**src/rtl/pong_pkg.sv**
```systemverilog
// Shared Pong encodings: game states, ball status, winner codes and the ball origin.
`timescale 1ns/1ps
package pong_pkg;

    localparam logic [1:0] ST_START = 2'b00;
    localparam logic [1:0] ST_SERVE = 2'b01;
    localparam logic [1:0] ST_PLAY  = 2'b10;
    localparam logic [1:0] ST_DONE  = 2'b11;

    localparam logic [1:0] BALL_PLAYING = 2'b00;
    localparam logic [1:0] BALL_P1_WIN  = 2'b01;
    localparam logic [1:0] BALL_P2_WIN  = 2'b10;

    localparam logic [1:0] WIN_NONE = 2'b00;
    localparam logic [1:0] WIN_P1   = 2'b01;
    localparam logic [1:0] WIN_P2   = 2'b10;

    localparam int BALL_ORIGIN_X = 304;
    localparam int BALL_ORIGIN_Y = 224;

    // Saturating score increment; a score never wraps past 15.
    function automatic logic [3:0] score_inc(input logic [3:0] s);
        return (s == 4'hF) ? s : s + 4'd1;
    endfunction

endpackage

```
**src/rtl/pong_btn_edge.sv**
```systemverilog
// Single-register rising-edge detector for debounced level buttons.
`timescale 1ns/1ps
module pong_btn_edge (
    input  logic clk,
    input  logic rst,
    input  logic btn,
    output logic press
);

    logic btn_q;

    // NOTE: the previous sample resets to 1 so a button held through reset is not seen as a press.
    always_ff @(posedge clk) begin
        if (rst) btn_q <= 1'b1;
        else     btn_q <= btn;
    end

    assign press = btn & ~btn_q;

endmodule

```
**src/rtl/pong_game_ctrl.sv**
```systemverilog
// Pong match controller: serve timing, scoring and match-over detection.
// Optional build macro PONG_DONE_TIMEOUT_EN returns DONE to START after DONE_CYCLES.
`timescale 1ns/1ps
module pong_game_ctrl
    import pong_pkg::*;
#(
    parameter int WIN_SCORE    = 7,
    parameter int SERVE_CYCLES = 25_000_000,
    parameter int CNT_W        = 26,
    parameter int DONE_CYCLES  = 50_000_000
) (
    input  logic       clk,
    input  logic       rst,
    input  logic       start_btn,
    input  logic [1:0] ball_status,
    output logic [1:0] state,
    output logic       serve,
    output logic [3:0] score1,
    output logic [3:0] score2,
    output logic [1:0] winner,
    output logic       point_strobe
);

    localparam logic [CNT_W-1:0] SERVE_LAST = CNT_W'(SERVE_CYCLES - 1);
    localparam logic [3:0]       WIN_LAST   = 4'(WIN_SCORE);

    generate
        if (WIN_SCORE < 1 || WIN_SCORE > 15)
            $error("WIN_SCORE out of range 1..15");
        if (SERVE_CYCLES < 2 || (SERVE_CYCLES - 1) >= (1 << CNT_W))
            $error("SERVE_CYCLES must be >= 2 and fit in CNT_W bits");
        if (DONE_CYCLES < 1 || (DONE_CYCLES - 1) >= (1 << CNT_W))
            $error("DONE_CYCLES must be >= 1 and fit in CNT_W bits");
    endgenerate

    logic             start_press;
    logic [CNT_W-1:0] cnt;
    logic [3:0]       next1;
    logic [3:0]       next2;

    pong_btn_edge u_start_edge (
        .clk   (clk),
        .rst   (rst),
        .btn   (start_btn),
        .press (start_press)
    );

    assign next1 = score_inc(score1);
    assign next2 = score_inc(score2);

`ifdef PONG_DONE_TIMEOUT_EN
    localparam logic [CNT_W-1:0] DONE_LAST = CNT_W'(DONE_CYCLES - 1);
`endif

    // NOTE: all state uses non-blocking assignments so every register sees pre-edge values.
    always_ff @(posedge clk) begin
        if (rst) begin
            state        <= ST_START;
            serve        <= 1'b0;
            score1       <= 4'd0;
            score2       <= 4'd0;
            winner       <= WIN_NONE;
            point_strobe <= 1'b0;
            cnt          <= '0;
        end else begin
            point_strobe <= 1'b0;
            case (state)
                ST_START: begin
                    if (start_press) begin
                        state  <= ST_SERVE;
                        score1 <= 4'd0;
                        score2 <= 4'd0;
                        winner <= WIN_NONE;
                        serve  <= 1'b0;
                        cnt    <= '0;
                    end
                end

                ST_SERVE: begin
                    if (cnt == SERVE_LAST) begin
                        state <= ST_PLAY;
                        cnt   <= '0;
                    end else begin
                        cnt <= cnt + CNT_W'(1);
                    end
                end

                // Leaving PLAY on the scoring cycle keeps a held status from scoring twice.
                ST_PLAY: begin
                    case (ball_status)
                        BALL_P1_WIN: begin
                            score1       <= next1;
                            serve        <= 1'b0;
                            point_strobe <= 1'b1;
                            cnt          <= '0;
                            if (next1 == WIN_LAST) begin
                                state  <= ST_DONE;
                                winner <= WIN_P1;
                            end else begin
                                state <= ST_SERVE;
                            end
                        end
                        BALL_P2_WIN: begin
                            score2       <= next2;
                            serve        <= 1'b1;
                            point_strobe <= 1'b1;
                            cnt          <= '0;
                            if (next2 == WIN_LAST) begin
                                state  <= ST_DONE;
                                winner <= WIN_P2;
                            end else begin
                                state <= ST_SERVE;
                            end
                        end
                        default: ;
                    endcase
                end

                ST_DONE: begin
                    if (start_press) begin
                        state  <= ST_SERVE;
                        score1 <= 4'd0;
                        score2 <= 4'd0;
                        winner <= WIN_NONE;
                        serve  <= 1'b0;
                        cnt    <= '0;
                    end
`ifdef PONG_DONE_TIMEOUT_EN
                    else if (cnt == DONE_LAST) begin
                        state  <= ST_START;
                        score1 <= 4'd0;
                        score2 <= 4'd0;
                        winner <= WIN_NONE;
                        cnt    <= '0;
                    end else begin
                        cnt <= cnt + CNT_W'(1);
                    end
`endif
                end
            endcase
        end
    end

endmodule

```
**config.mk**
```make
export PLATFORM = sky130hd
export DESIGN_NAME = pong_game_ctrl
export DESIGN_NICKNAME = d
export VERILOG_FILES = /design/src/rtl/pong_pkg.sv /design/src/rtl/pong_btn_edge.sv /design/src/rtl/pong_game_ctrl.sv
export SDC_FILE = /design/constraint.sdc
export NUM_CORES = 1
export LEC_CHECK = 0
export CAP_MARGIN = 20
export CORE_MARGIN = 2
export CORE_UTILIZATION = 60
export DETAILED_ROUTE_END_ITERATION = 8
export GPL_TIMING_DRIVEN = 1
export PLACE_DENSITY_LB_ADDON = 0.15
export SKIP_LAST_GASP = 1
export SYNTH_ARGS = -nofsm -noshare
export SYNTH_HDL_FRONTEND = slang
export SYNTH_HIERARCHICAL = 1
export SYNTH_SLANG_ARGS = --single-unit
```
**constraint.sdc**
```tcl
create_clock -name clk -period 4.74 [get_ports clk]
set_clock_uncertainty 0.1 [all_clocks]
set_input_delay 0.474 -clock clk [delete_from_list [all_inputs] [get_ports clk]]
set_output_delay 0.474 -clock clk [all_outputs]
set_load 0.01 [all_outputs]
```
==> results of run 1 <==
-- per-layer routing --
layer,routed length [um],share of wire,up-vias
met5,0,0,-
met4,80,0.018,0
met2,1990,0.44,45
met3,200,0.044,9
li1,-,-,940
met1,2250,0.50,881
-- sequential cells by signal, summed over array words and instances, names as in the netlist --
name                flops
winner                  2
score2                  4
score1                  4
cnt                    26
u_start_edge/btn_q      1
serve                   1
state                   2
point_strobe            1
-- layout make-up --
class,count,share of cell area
inverter,9,0.0141
clock inverter,1,0.00210
sequential,41,0.344
multi-input combinational,192,0.520
clock buffer,5,0.0157
tap,46,0.0241
timing repair buffer,20,0.0807
-- cell usage in the layout (no fill, tap or decap), types with 2 or more instances in the layout --
cell type,instances
a211oi_1,7
a21oi_1,10
a31oi_1,3
a32oi_1,2
a41oi_1,2
and2_1,2
and3_1,3
and4_1,4
clkbuf_4,5
clkdlybuf4s50_1,18
dfxtp_1,41
ha_1,8
inv_1,9
nand2_1,14
nand2b_1,4
nand3_1,11
nand3b_1,4
nand4_1,18
nor2_1,34
nor2b_1,4
nor3_1,5
nor4b_1,2
o21ai_0,9
o31ai_1,2
xnor2_1,5
xor2_1,21
-- path summary, 6_finish.rpt --
path | endpoint | slack (ns) | cells past startpoint
max | cnt[23] | 2.01 | 8
max reg2reg | cnt[23] | 2.01 | 8
min | winner[1] | 0.38 | 2
min reg2reg | winner[1] | 0.38 | 2
-- critical path: stages, from the launching register on --
cell and delay [ns]:
dfxtp_1 0.42, inv_1 0.07, ha_1 0.39, nor2b_1 0.25
a211oi_1 0.68, buf_2 0.30, nand4_1 0.14, xor2_1 0.21
nor2_1 0.05
-- cells by family (layout without fill, tap and decap cells) --
kind of cell | Yosys count | in the layout | synth area share
and+or+nand+nor | 117 | 117 | 0.295
DFF | 41 | 41 | 0.382
AOI/OAI and AO/OA | 40 | 40 | 0.126
xor gates and xnor gates | 26 | 26 | 0.106
buffers and inverters | 18 | 35 | 0.0402
adders and majority gates | 8 | 8 | 0.0466
muxes | 1 | 1 | 0.00466
-- metrics by stage --
stage,utilization,area (um2),hold WS (ns)
finish,0.705,2390,0.384
global route,0.705,2390,0.431
CTS,0.705,2390,0.382
detailed placement,0.692,2350,0.366
global placement,0.691,2340,0.363
floorplan,-,2150,0.367
-- report_power, final --
part / leakage, nW / switching (mW) / internal [mW]
clock network: 0.0269 / 0.105 / 0.0516
logic: 0.464 / 0.201 / 0.130
registers: 0.331 / 0.0272 / 0.369
total: 0.822 / 0.333 / 0.551
==> qor.yml, run 1 <==
layout:
  multi_input_area_um2: 1240
  nets: 282
  fin_cells: 314
  syn2layout_area_growth_pct: 11.2
  n_antenna_cell: 0
  fillCellCount: 274
  seqCellArea_um2: 821
  drive_gt1_frac: 0.0485
sta:
  tightestPinTransition_ns: 0.775
  final.setup.worst_slack_ns: 2.01
  rsz0062_at_grt: "false"
  fmax_ghz: 0.367
  setup_viol: 0
  slew_headroom: 0.480
  period_share: 0.575
  final.setup.tns_ns: 0
  maxSlewViolCount: 0
  fin_crit_ns: 2.73
  finalHoldViolCount: 0
job:
  max-cap-violations: 0
clocking:
  postCtsResizedCells: 0
  cts_buffers: 5
  postCtsSetupBuffers: 0
  worstSkewPairLatency_ns: 0.34
  htreeDepth: 2
  clockBufferDepth: 2
  cts_tree: "done"
  root_buffer: "clkbuf_4"
  clk_pin_slew_ns: 0.11
  cts.sinks: 41
  cts_hold_buf: 0
grt:
  gr-total-overflow: 0
  busiest_layer: "met2"
  grt_util_all_layers: 0.243
  grt_pass1_wl_mm: 7.87
  antenna_found_initial: 0
  met2_usage: 0.357
  grt_pass1_vias: 1705
  grt_use_met1: 0.345
  met3_usage: 0.0511
  grt_max_degree: 27
placed_design:
  dp_hpwl_mm: 3.10
  dp.cells: 308
  place.gp.congestion: 0.788
  io_buffers: 18
  dpl_worst_slack_ns: 1.82
power:
  p_total_mw: 0.884
  power.density_nw_per_um2: 370
  leakagePower_nw: 0.822
  ir_worst_vdd_mv: 0.401
setup_path:
  arrival_ns: 2.85
  critical_path_class: "flop to flop"
  crit_start: "state[0]"
  start_kind: "flop"
  worstSetupEndpointType: "flop"
  worstReg2RegStart: "state[0]"
  crit_required_ns: 4.86
  worstPathMaxFanout: 7
floorplanning:
  ios: 19
  core_area_um2: 3390
  rows: 21
  die_h_um: 63.8
  fp.dieW_um: 63.8
  die_area_um2: 4070
  initial_core_util: 0.634
synth:
  yosys_warnings: 6
  synth_seq_area_share: 0.382
  ys_async_sr_fraction: 0
  yosysTopAreaCellShare: 0.382
  ys_ff_latch: 41
  yosys.cell_types.count: 46
  avgSynthCellArea_um2: 8.56
  yosysMostFrequentCell: "dfxtp_1"
  yosys_most_used_dff: "dfxtp_1"
  synth_edf_count: 0
  synth_area_leaders: "dfxtp_1, xor2_1, nor2_1"
  syn_area_um2: 2150
  synth_cells: 251
  synth_top_area_cell: "dfxtp_1"
  synth_common_cells: "dfxtp_1, nor2_1, xor2_1"
  synth_nets: 264
detailed_routing:
  drc: 0
  ant_nets: 0
  routed_wl_mm: 4.52
  drtIter0Drc: 153
  drt_pass1_iterations: 4
  via_per_inst: 5.97
  wl_per_cell_um: 14.4
  num_vias: 1875
status:
  status: "complete, no violations"
min_path:
  hp-start: "winner[1]"
  hp-class: "flop to flop"
Note: power is estimated with default switching activity, not from simulation.
==> run 2: changes to the inputs <==
--- a/config.mk
+++ b/config.mk
@@ -7,7 +7,7 @@
 export LEC_CHECK = 0
 export CAP_MARGIN = 20
 export CORE_MARGIN = 2
-export CORE_UTILIZATION = 60
+export CORE_UTILIZATION = 51
 export DETAILED_ROUTE_END_ITERATION = 8
 export GPL_TIMING_DRIVEN = 1
 export PLACE_DENSITY_LB_ADDON = 0.15
==> constraint.sdc (replaced) <==
create_clock -name clk -period 2.32 [get_ports clk]
set_clock_uncertainty 0.1 [all_clocks]
set_input_delay 0.232 -clock clk [delete_from_list [all_inputs] [get_ports clk]]
set_output_delay 0.232 -clock clk [all_outputs]
set_load 0.01 [all_outputs]
==> qor.yml, run 2 (synthesis results as in run 1) <==
power:
  combPwrFrac: 0.366  # was 0.374
  ir_worst_vdd_mv: 0.686  # was 0.401 mV
  p_total_mw: 2.15  # was 0.884 mW
  p_switching_mw: 0.727  # was 0.333 mW
  seq_power_share: 0.377  # was 0.448
  power.share.clock: 0.257  # was 0.177
  power.density_nw_per_um2: 851  # was 370 nW/um2
  leakagePower_nw: 0.888  # was 0.822 nW
  p_int_mw: 1.42  # was 0.551 mW
  swShare: 0.339  # was 0.377
clocking:
  cts.sinks: 41  # unchanged
  postCtsResizedCells: 0  # unchanged
  postCtsSetupBuffers: 0  # unchanged
  cts_buffers: 5  # unchanged
  cts_tree: "done"  # unchanged
  cts_hold_buf: 0  # unchanged
  root_buffer: "clkbuf_8"  # was clkbuf_4
  htreeDepth: 2  # unchanged
  clk_pin_slew_ns: 0.08  # was 0.11 ns
  worstSkewPairLatency_ns: 0.29  # was 0.34 ns
  clockBufferDepth: 2  # unchanged
detailed_routing:
  drc: 0  # unchanged
  drt_pass1_iterations: 5  # was 4
  num_vias: 1821  # was 1875
  via_per_inst: 5.59  # was 5.97
  drtIter0Drc: 132  # was 153
  routed_wl_mm: 4.45  # was 4.52 mm
  ant_nets: 0  # unchanged
  wl_per_cell_um: 13.6  # was 14.4 um
layout:
  largest_registers: "cnt (26), score1 (4), score2 (4)"  # unchanged
  nets: 289  # was 282
  final_cell_mix: "dfxtp_1, nor2_1, xor2_1, nand4_1, clkdlybuf4s50_1"  # unchanged
  final_common_cell: "dfxtp_1"  # unchanged
  top_register: "cnt"  # unchanged
  drive_gt1_frac: 0.0761  # was 0.0485
  syn2layout_area_growth_pct: 17.4  # was 11.2%
  largest_register_ffs: 26  # unchanged
  postLayoutCoreUtil: 0.626  # was 0.705
  fin_cells: 326  # was 314
  final_area_um2: 2520  # was 2390 um2
  n_antenna_cell: 0  # unchanged
setup_path:
  critical_path_class: "flop to flop"  # unchanged
  start_kind: "flop"  # unchanged
  worstSetupEndpointType: "flop"  # unchanged
  arrival_ns: 2.26  # was 2.85 ns
  worstReg2RegStart: "state[0]"  # unchanged
  worstPathMaxFanout: 6  # was 7
  crit_start: "state[0]"  # unchanged
  crit_required_ns: 2.44  # was 4.86 ns
grt:
  grt_pass1_vias: 1566  # was 1705
  antenna_found_initial: 0  # unchanged
  grt_util_all_layers: 0.211  # was 0.243
  gr-total-overflow: 0  # unchanged
  grt_max_degree: 27  # unchanged
  grt_pass1_wl_mm: 7.47  # was 7.87 mm
sta:
  rsz0062_at_grt: "false"  # unchanged
  finalHoldViolCount: 0  # unchanged
  period_share: 0.922  # was 0.575
  slew_headroom: 0.610  # was 0.480
  tightestPinTransition_ns: 0.584  # was 0.775 ns
  setup_viol: 0  # unchanged
  maxSlewViolCount: 0  # unchanged
  final.setup.tns_ns: 0  # unchanged
  fmax_ghz: 0.468  # was 0.367 GHz
  fin_crit_ns: 2.14  # was 2.73 ns
min_path:
  hp-class: "flop to flop"  # unchanged
  hp-start: "winner[0]"  # was winner[1]
floorplanning:
  fp.dieW_um: 68.9  # was 63.8 um
  initial_core_util: 0.533  # was 0.634
  die_area_um2: 4750  # was 4070 um2
  ios: 19  # unchanged
  rows: 23  # was 21
  die_h_um: 68.9  # was 63.8 um
  core_area_um2: 4030  # was 3390 um2
placed_design:
  io_buffers: 18  # unchanged
  dp.cells: 319  # was 308
  place.gp.congestion: 0.794  # was 0.788
  dp_hpwl_mm: 3.11  # was 3.10 mm
  placedInstanceArea_um2: 2420  # was 2350 um2
job:
  max-cap-violations: 0  # unchanged
status:
  status: "complete, no violations"  # unchanged
==> run 2: cell types whose count changed in the layout (fill, tap and decap cells not counted), sizes merged <==
cell	change
buf	+7
bufinv	+1
==> run 2: final timing paths <==
| path | depth (start not counted) | endpoint | slack [ns] |
|---|---|---|---|
| worst min register to register | 2 | winner[0] | 0.39 |
| worst max-delay path | 6 | winner[0] | 0.18 |
| worst max register to register | 6 | winner[0] | 0.18 |
| worst min-delay path | 2 | winner[0] | 0.39 |
==> run 2: layout make-up <==
cell class | count | area (um2)
multi-input combinational | 192 | 1240
fill | 370 | 1510
sequential | 41 | 821
inverter | 9 | 33.8
tap | 50 | 62.6
timing repair buffer | 27 | 260
clock buffer | 5 | 68.8
clock inverter | 2 | 35.0
==> run 2: critical path: stages (launching register included) <==
cell and delay (ns):
dfxtp_1 0.42, inv_1 0.07, ha_1 0.31, nor2b_1 0.21
or3_1 0.41, or4_1 0.41, a21oi_1 0.14
==> run 2: power by group through the flow <==
stage               clock, mW  sequential (mW)  combinational, mW
floorplan                   0            0.833              0.487
global placement            0            0.824              0.775
detailed placement          0            0.826              0.780
CTS                     0.567            0.808              0.786
global route            0.600            0.820              0.866
finish                  0.551            0.809              0.786
==> run 2: per-layer routing <==
| layer | GRT usage | up-vias | routed length [um] |
|---|---|---|---|
| met3 | 0.0536 | 5 | 199 |
| met1 | 0.314 | 825 | 2350 |
| met5 | 0 | - | 0 |
| met4 | 0.0515 | 0 | 30 |
| li1 | - | 954 | - |
| met2 | 0.302 | 37 | 1870 |
==> run 2: per-stage QoR <==
step                      hold WS [ns]  setup slack (ns)
after floorplan                  0.208             0.183
after global placement           0.375             0.144
after detailed placement         0.375            0.0848
after CTS                        0.392             0.176
after global routing             0.428            0.0838
final                            0.391             0.182
==> run 3: changes to the inputs <==
--- a/config.mk
+++ b/config.mk
@@ -5,9 +5,10 @@
 export SDC_FILE = /design/constraint.sdc
 export NUM_CORES = 1
 export LEC_CHECK = 0
+export ABC_AREA = 1
 export CAP_MARGIN = 20
 export CORE_MARGIN = 2
-export CORE_UTILIZATION = 51
+export CORE_UTILIZATION = 53
 export DETAILED_ROUTE_END_ITERATION = 8
 export GPL_TIMING_DRIVEN = 1
 export PLACE_DENSITY_LB_ADDON = 0.15
==> qor.yml, run 3 <==
synth:
  synth_area_leaders: "dfxtp_1, nand2_1, nor2_1"  # was dfxtp_1, xor2_1, nor2_1
  synth_top_area_cell: "dfxtp_1"  # unchanged
  synth_edf_count: 0  # unchanged
  synth_nets: 383  # was 264
  ys_async_sr_fraction: 0  # unchanged
  avgSynthCellArea_um2: 6.76  # was 8.56 um2
  synth_common_cells: "nand2_1, nor2_1, inv_1"  # was dfxtp_1, nor2_1, xor2_1
  yosys_warnings: 6  # unchanged
  syn_area_um2: 2500  # was 2150 um2
  yosys_most_used_dff: "dfxtp_1"  # unchanged
  synth_cells: 370  # was 251
  yosysMostFrequentCell: "nand2_1"  # was dfxtp_1
  synth_seq_area_share: 0.328  # was 0.382
  yosysTopAreaCellShare: 0.328  # was 0.382
  ys_ff_latch: 41  # unchanged
  yosys.cell_types.count: 33  # was 46
clocking:
  cts_hold_buf: 0  # unchanged
  worstSkewPairLatency_ns: 0.29  # about the same
  postCtsSetupBuffers: 0  # unchanged
  cts_tree: "done"  # unchanged
  postCtsResizedCells: 0  # unchanged
  clockBufferDepth: 2  # unchanged
  clk_pin_slew_ns: 0.08  # about the same
  cts.sinks: 41  # unchanged
  htreeDepth: 2  # unchanged
  cts_buffers: 5  # unchanged
  root_buffer: "clkbuf_8"  # unchanged
detailed_routing:
  drc: 0  # unchanged
  wl_met1_mm: 2.52  # was 2.35 mm
  wl_met3_um: 180  # was 199 um
  via_per_inst: 5.29  # was 5.59
  drtIter0Drc: 161  # was 132
  top_layer_used: "met4"  # unchanged
  wl_per_cell_um: 12.1  # was 13.6 um
  num_vias: 2342  # was 1821
  ant_nets: 0  # unchanged
  routed_wl_mm: 5.35  # was 4.45 mm
  dr_wl_met2_mm: 2.55  # was 1.87 mm
  drt_pass1_iterations: 4  # was 5
power:
  power.density_nw_per_um2: 789  # was 851 nW/um2
  p_total_mw: 2.23  # was 2.15 mW
  ir_worst_vdd_mv: 0.502  # was 0.686 mV
  leakagePower_nw: 1.05  # was 0.888 nW
floorplanning:
  core_area_um2: 4440  # was 4030 um2
  die_area_um2: 5280  # was 4750 um2
  initial_core_util: 0.563  # was 0.533
  fp.dieW_um: 72.7  # was 68.9 um
  rows: 24  # was 23
  die_h_um: 72.7  # was 68.9 um
  ios: 19  # unchanged
setup_path:
  max_stage_delay_ns: 0.42  # about the same
  r2r_slack_ns: 0.15  # was 0.18 ns
  worstPathMaxFanout: 16  # was 6
  worstReg2RegStart: "state[0]"  # unchanged
  start_kind: "flop"  # unchanged
  arrival_ns: 2.24  # was 2.26 ns
  r2r_cells: 9  # was 6
  crit_end: "cnt[11]"  # was winner[0]
  worstSetupEndpointType: "flop"  # unchanged
  r2r-end: "cnt[11]"  # was winner[0]
  crit_start: "state[0]"  # unchanged
  crit_required_ns: 2.39  # was 2.44 ns
  critical_path_class: "flop to flop"  # unchanged
  path_cells: "inv_1 > ha_1 > inv_2 > or2_4 > nand2_4 > nor2_4 > nand2_1 > nor4_1 > a21oi_1"  # was inv_1 > ha_1 > nor2b_1 > or3_1 > or4_1 > a21oi_1
  critPathSlowestCell: "dfxtp_1"  # unchanged
sta:
  slew_headroom: 0.723  # was 0.610
  final.setup.worst_slack_ns: 0.151  # was 0.182 ns
  tightestPinTransition_ns: 0.411  # was 0.584 ns
  setup_viol: 0  # unchanged
  holdWs_ns: 0.379  # was 0.391 ns
  fmax_ghz: 0.461  # was 0.468 GHz
  period_share: 0.935  # was 0.922
  maxSlewViolCount: 0  # unchanged
  finalHoldViolCount: 0  # unchanged
  rsz0062_at_grt: "false"  # unchanged
  fin_crit_ns: 2.17  # was 2.14 ns
grt:
  gr-total-overflow: 0  # unchanged
  grt_max_degree: 24  # was 27
  grt_util_all_layers: 0.231  # was 0.211
  grt_pass1_vias: 2353  # was 1566
  grt_pass1_wl_mm: 9.88  # was 7.47 mm
  antenna_found_initial: 0  # unchanged
layout:
  postLayoutCoreUtil: 0.636  # was 0.626
  nets: 403  # was 289
  final_common_cell: "nand2_1"  # was dfxtp_1
  n_antenna_cell: 0  # unchanged
  largest_registers: "cnt (26), score1 (4), score2 (4)"  # unchanged
  syn2layout_area_growth_pct: 13.0  # was 17.4%
  drive_gt1_frac: 0.115  # was 0.0761
  fillCellCount: 419  # was 370
  top_register: "cnt"  # unchanged
  final_cell_mix: "nand2_1, nor2_1, inv_1, dfxtp_1, nand3_1"  # was dfxtp_1, nor2_1, xor2_1, nand4_1, clkdlybuf4s50_1
  largest_register_ffs: 26  # unchanged
  fin_cells: 443  # was 326
status:
  status: "complete, no violations"  # unchanged
placed_design:
  place.gp.congestion: 0.891  # was 0.794
  io_buffers: 18  # unchanged
  dp.cells: 435  # was 319
  dpl_worst_slack_ns: -0.0302  # was 0.0848 ns
  dp_hpwl_mm: 3.98  # was 3.11 mm
min_path:
  hp-class: "flop to flop"  # unchanged
job:
  max-cap-violations: 0  # unchanged
==> run 3: cell types whose count changed after synthesis, moves of 11 or more <==
cell,delta
inv_1,+37
xor2_1,-11
nand3_1,+16
nand2_1,+71
a21oi_1,+11
nor2_1,+16
==> run 3: logic make-up after synthesis <==
kind of cell	Yosys count	share of synthesized area
adders and majority gates	8	0.0400
buffers and inverters	58	0.0971
and+or+nand+nor	220	0.427
DFF	41	0.328
xor gates and xnor gates	11	0.0385
AOI/OAI and AO/OA	32	0.0695
==> run 3: worst min path at each step <==
stage	startpoint	to	cells past startpoint
6_report	winner[1]	winner[1]	2
5_1_grt	winner[1]	winner[1]	2
4_1_cts	winner[1]	winner[1]	2
3_5_place_dp	winner[1]	winner[1]	2
3_3_place_gp	winner[1]	winner[1]	2
2_1_floorplan	rst	cnt[25]	1
==> run 3: worst max-delay path: cells and delay by family, from the launching register on <==
family / cells / cell delay [ns]
fa+ha+maj: 1 / 0.34
flops: 1 / 0.42
compound gates: 1 / 0.12
buf+inv: 2 / 0.16
simple gates: 5 / 0.90
==> run 3: area by class of cell <==
cell class	instances	area, um2	area share
Tap cell	52	65.1	0.0230
Sequential cell	41	821	0.290
Inverter	51	191	0.0677
Clock buffer	7	86.3	0.0305
Clock inverter	1	30.0	0.0106
Timing Repair Buffer	20	195	0.0691
Multi-Input combinational cell	271	1440	0.509
==> run 3: per-stage QoR <==
step | TNS, ns | area, um2
after global routing | 0 | 2830
final | 0 | 2830
after floorplan | 0 | 2500
after detailed placement | -0.0302 | 2710
after CTS | 0 | 2830
after global placement | 0 | 2710
==> run 3: report_power, final <==
part	internal (mW)	total, mW	leakage (nW)	switching, mW
clock network	0.351	0.594	0.0585	0.244
logic	0.277	0.822	0.655	0.545
registers	0.759	0.813	0.332	0.0538
==> run 3: metal layers <==
layer / GRT usage / up-vias
met5: 0 / -
met4: 0.0947 / 0
met3: 0.0373 / 12
met2: 0.396 / 43
met1: 0.288 / 1057
li1: - / 1230
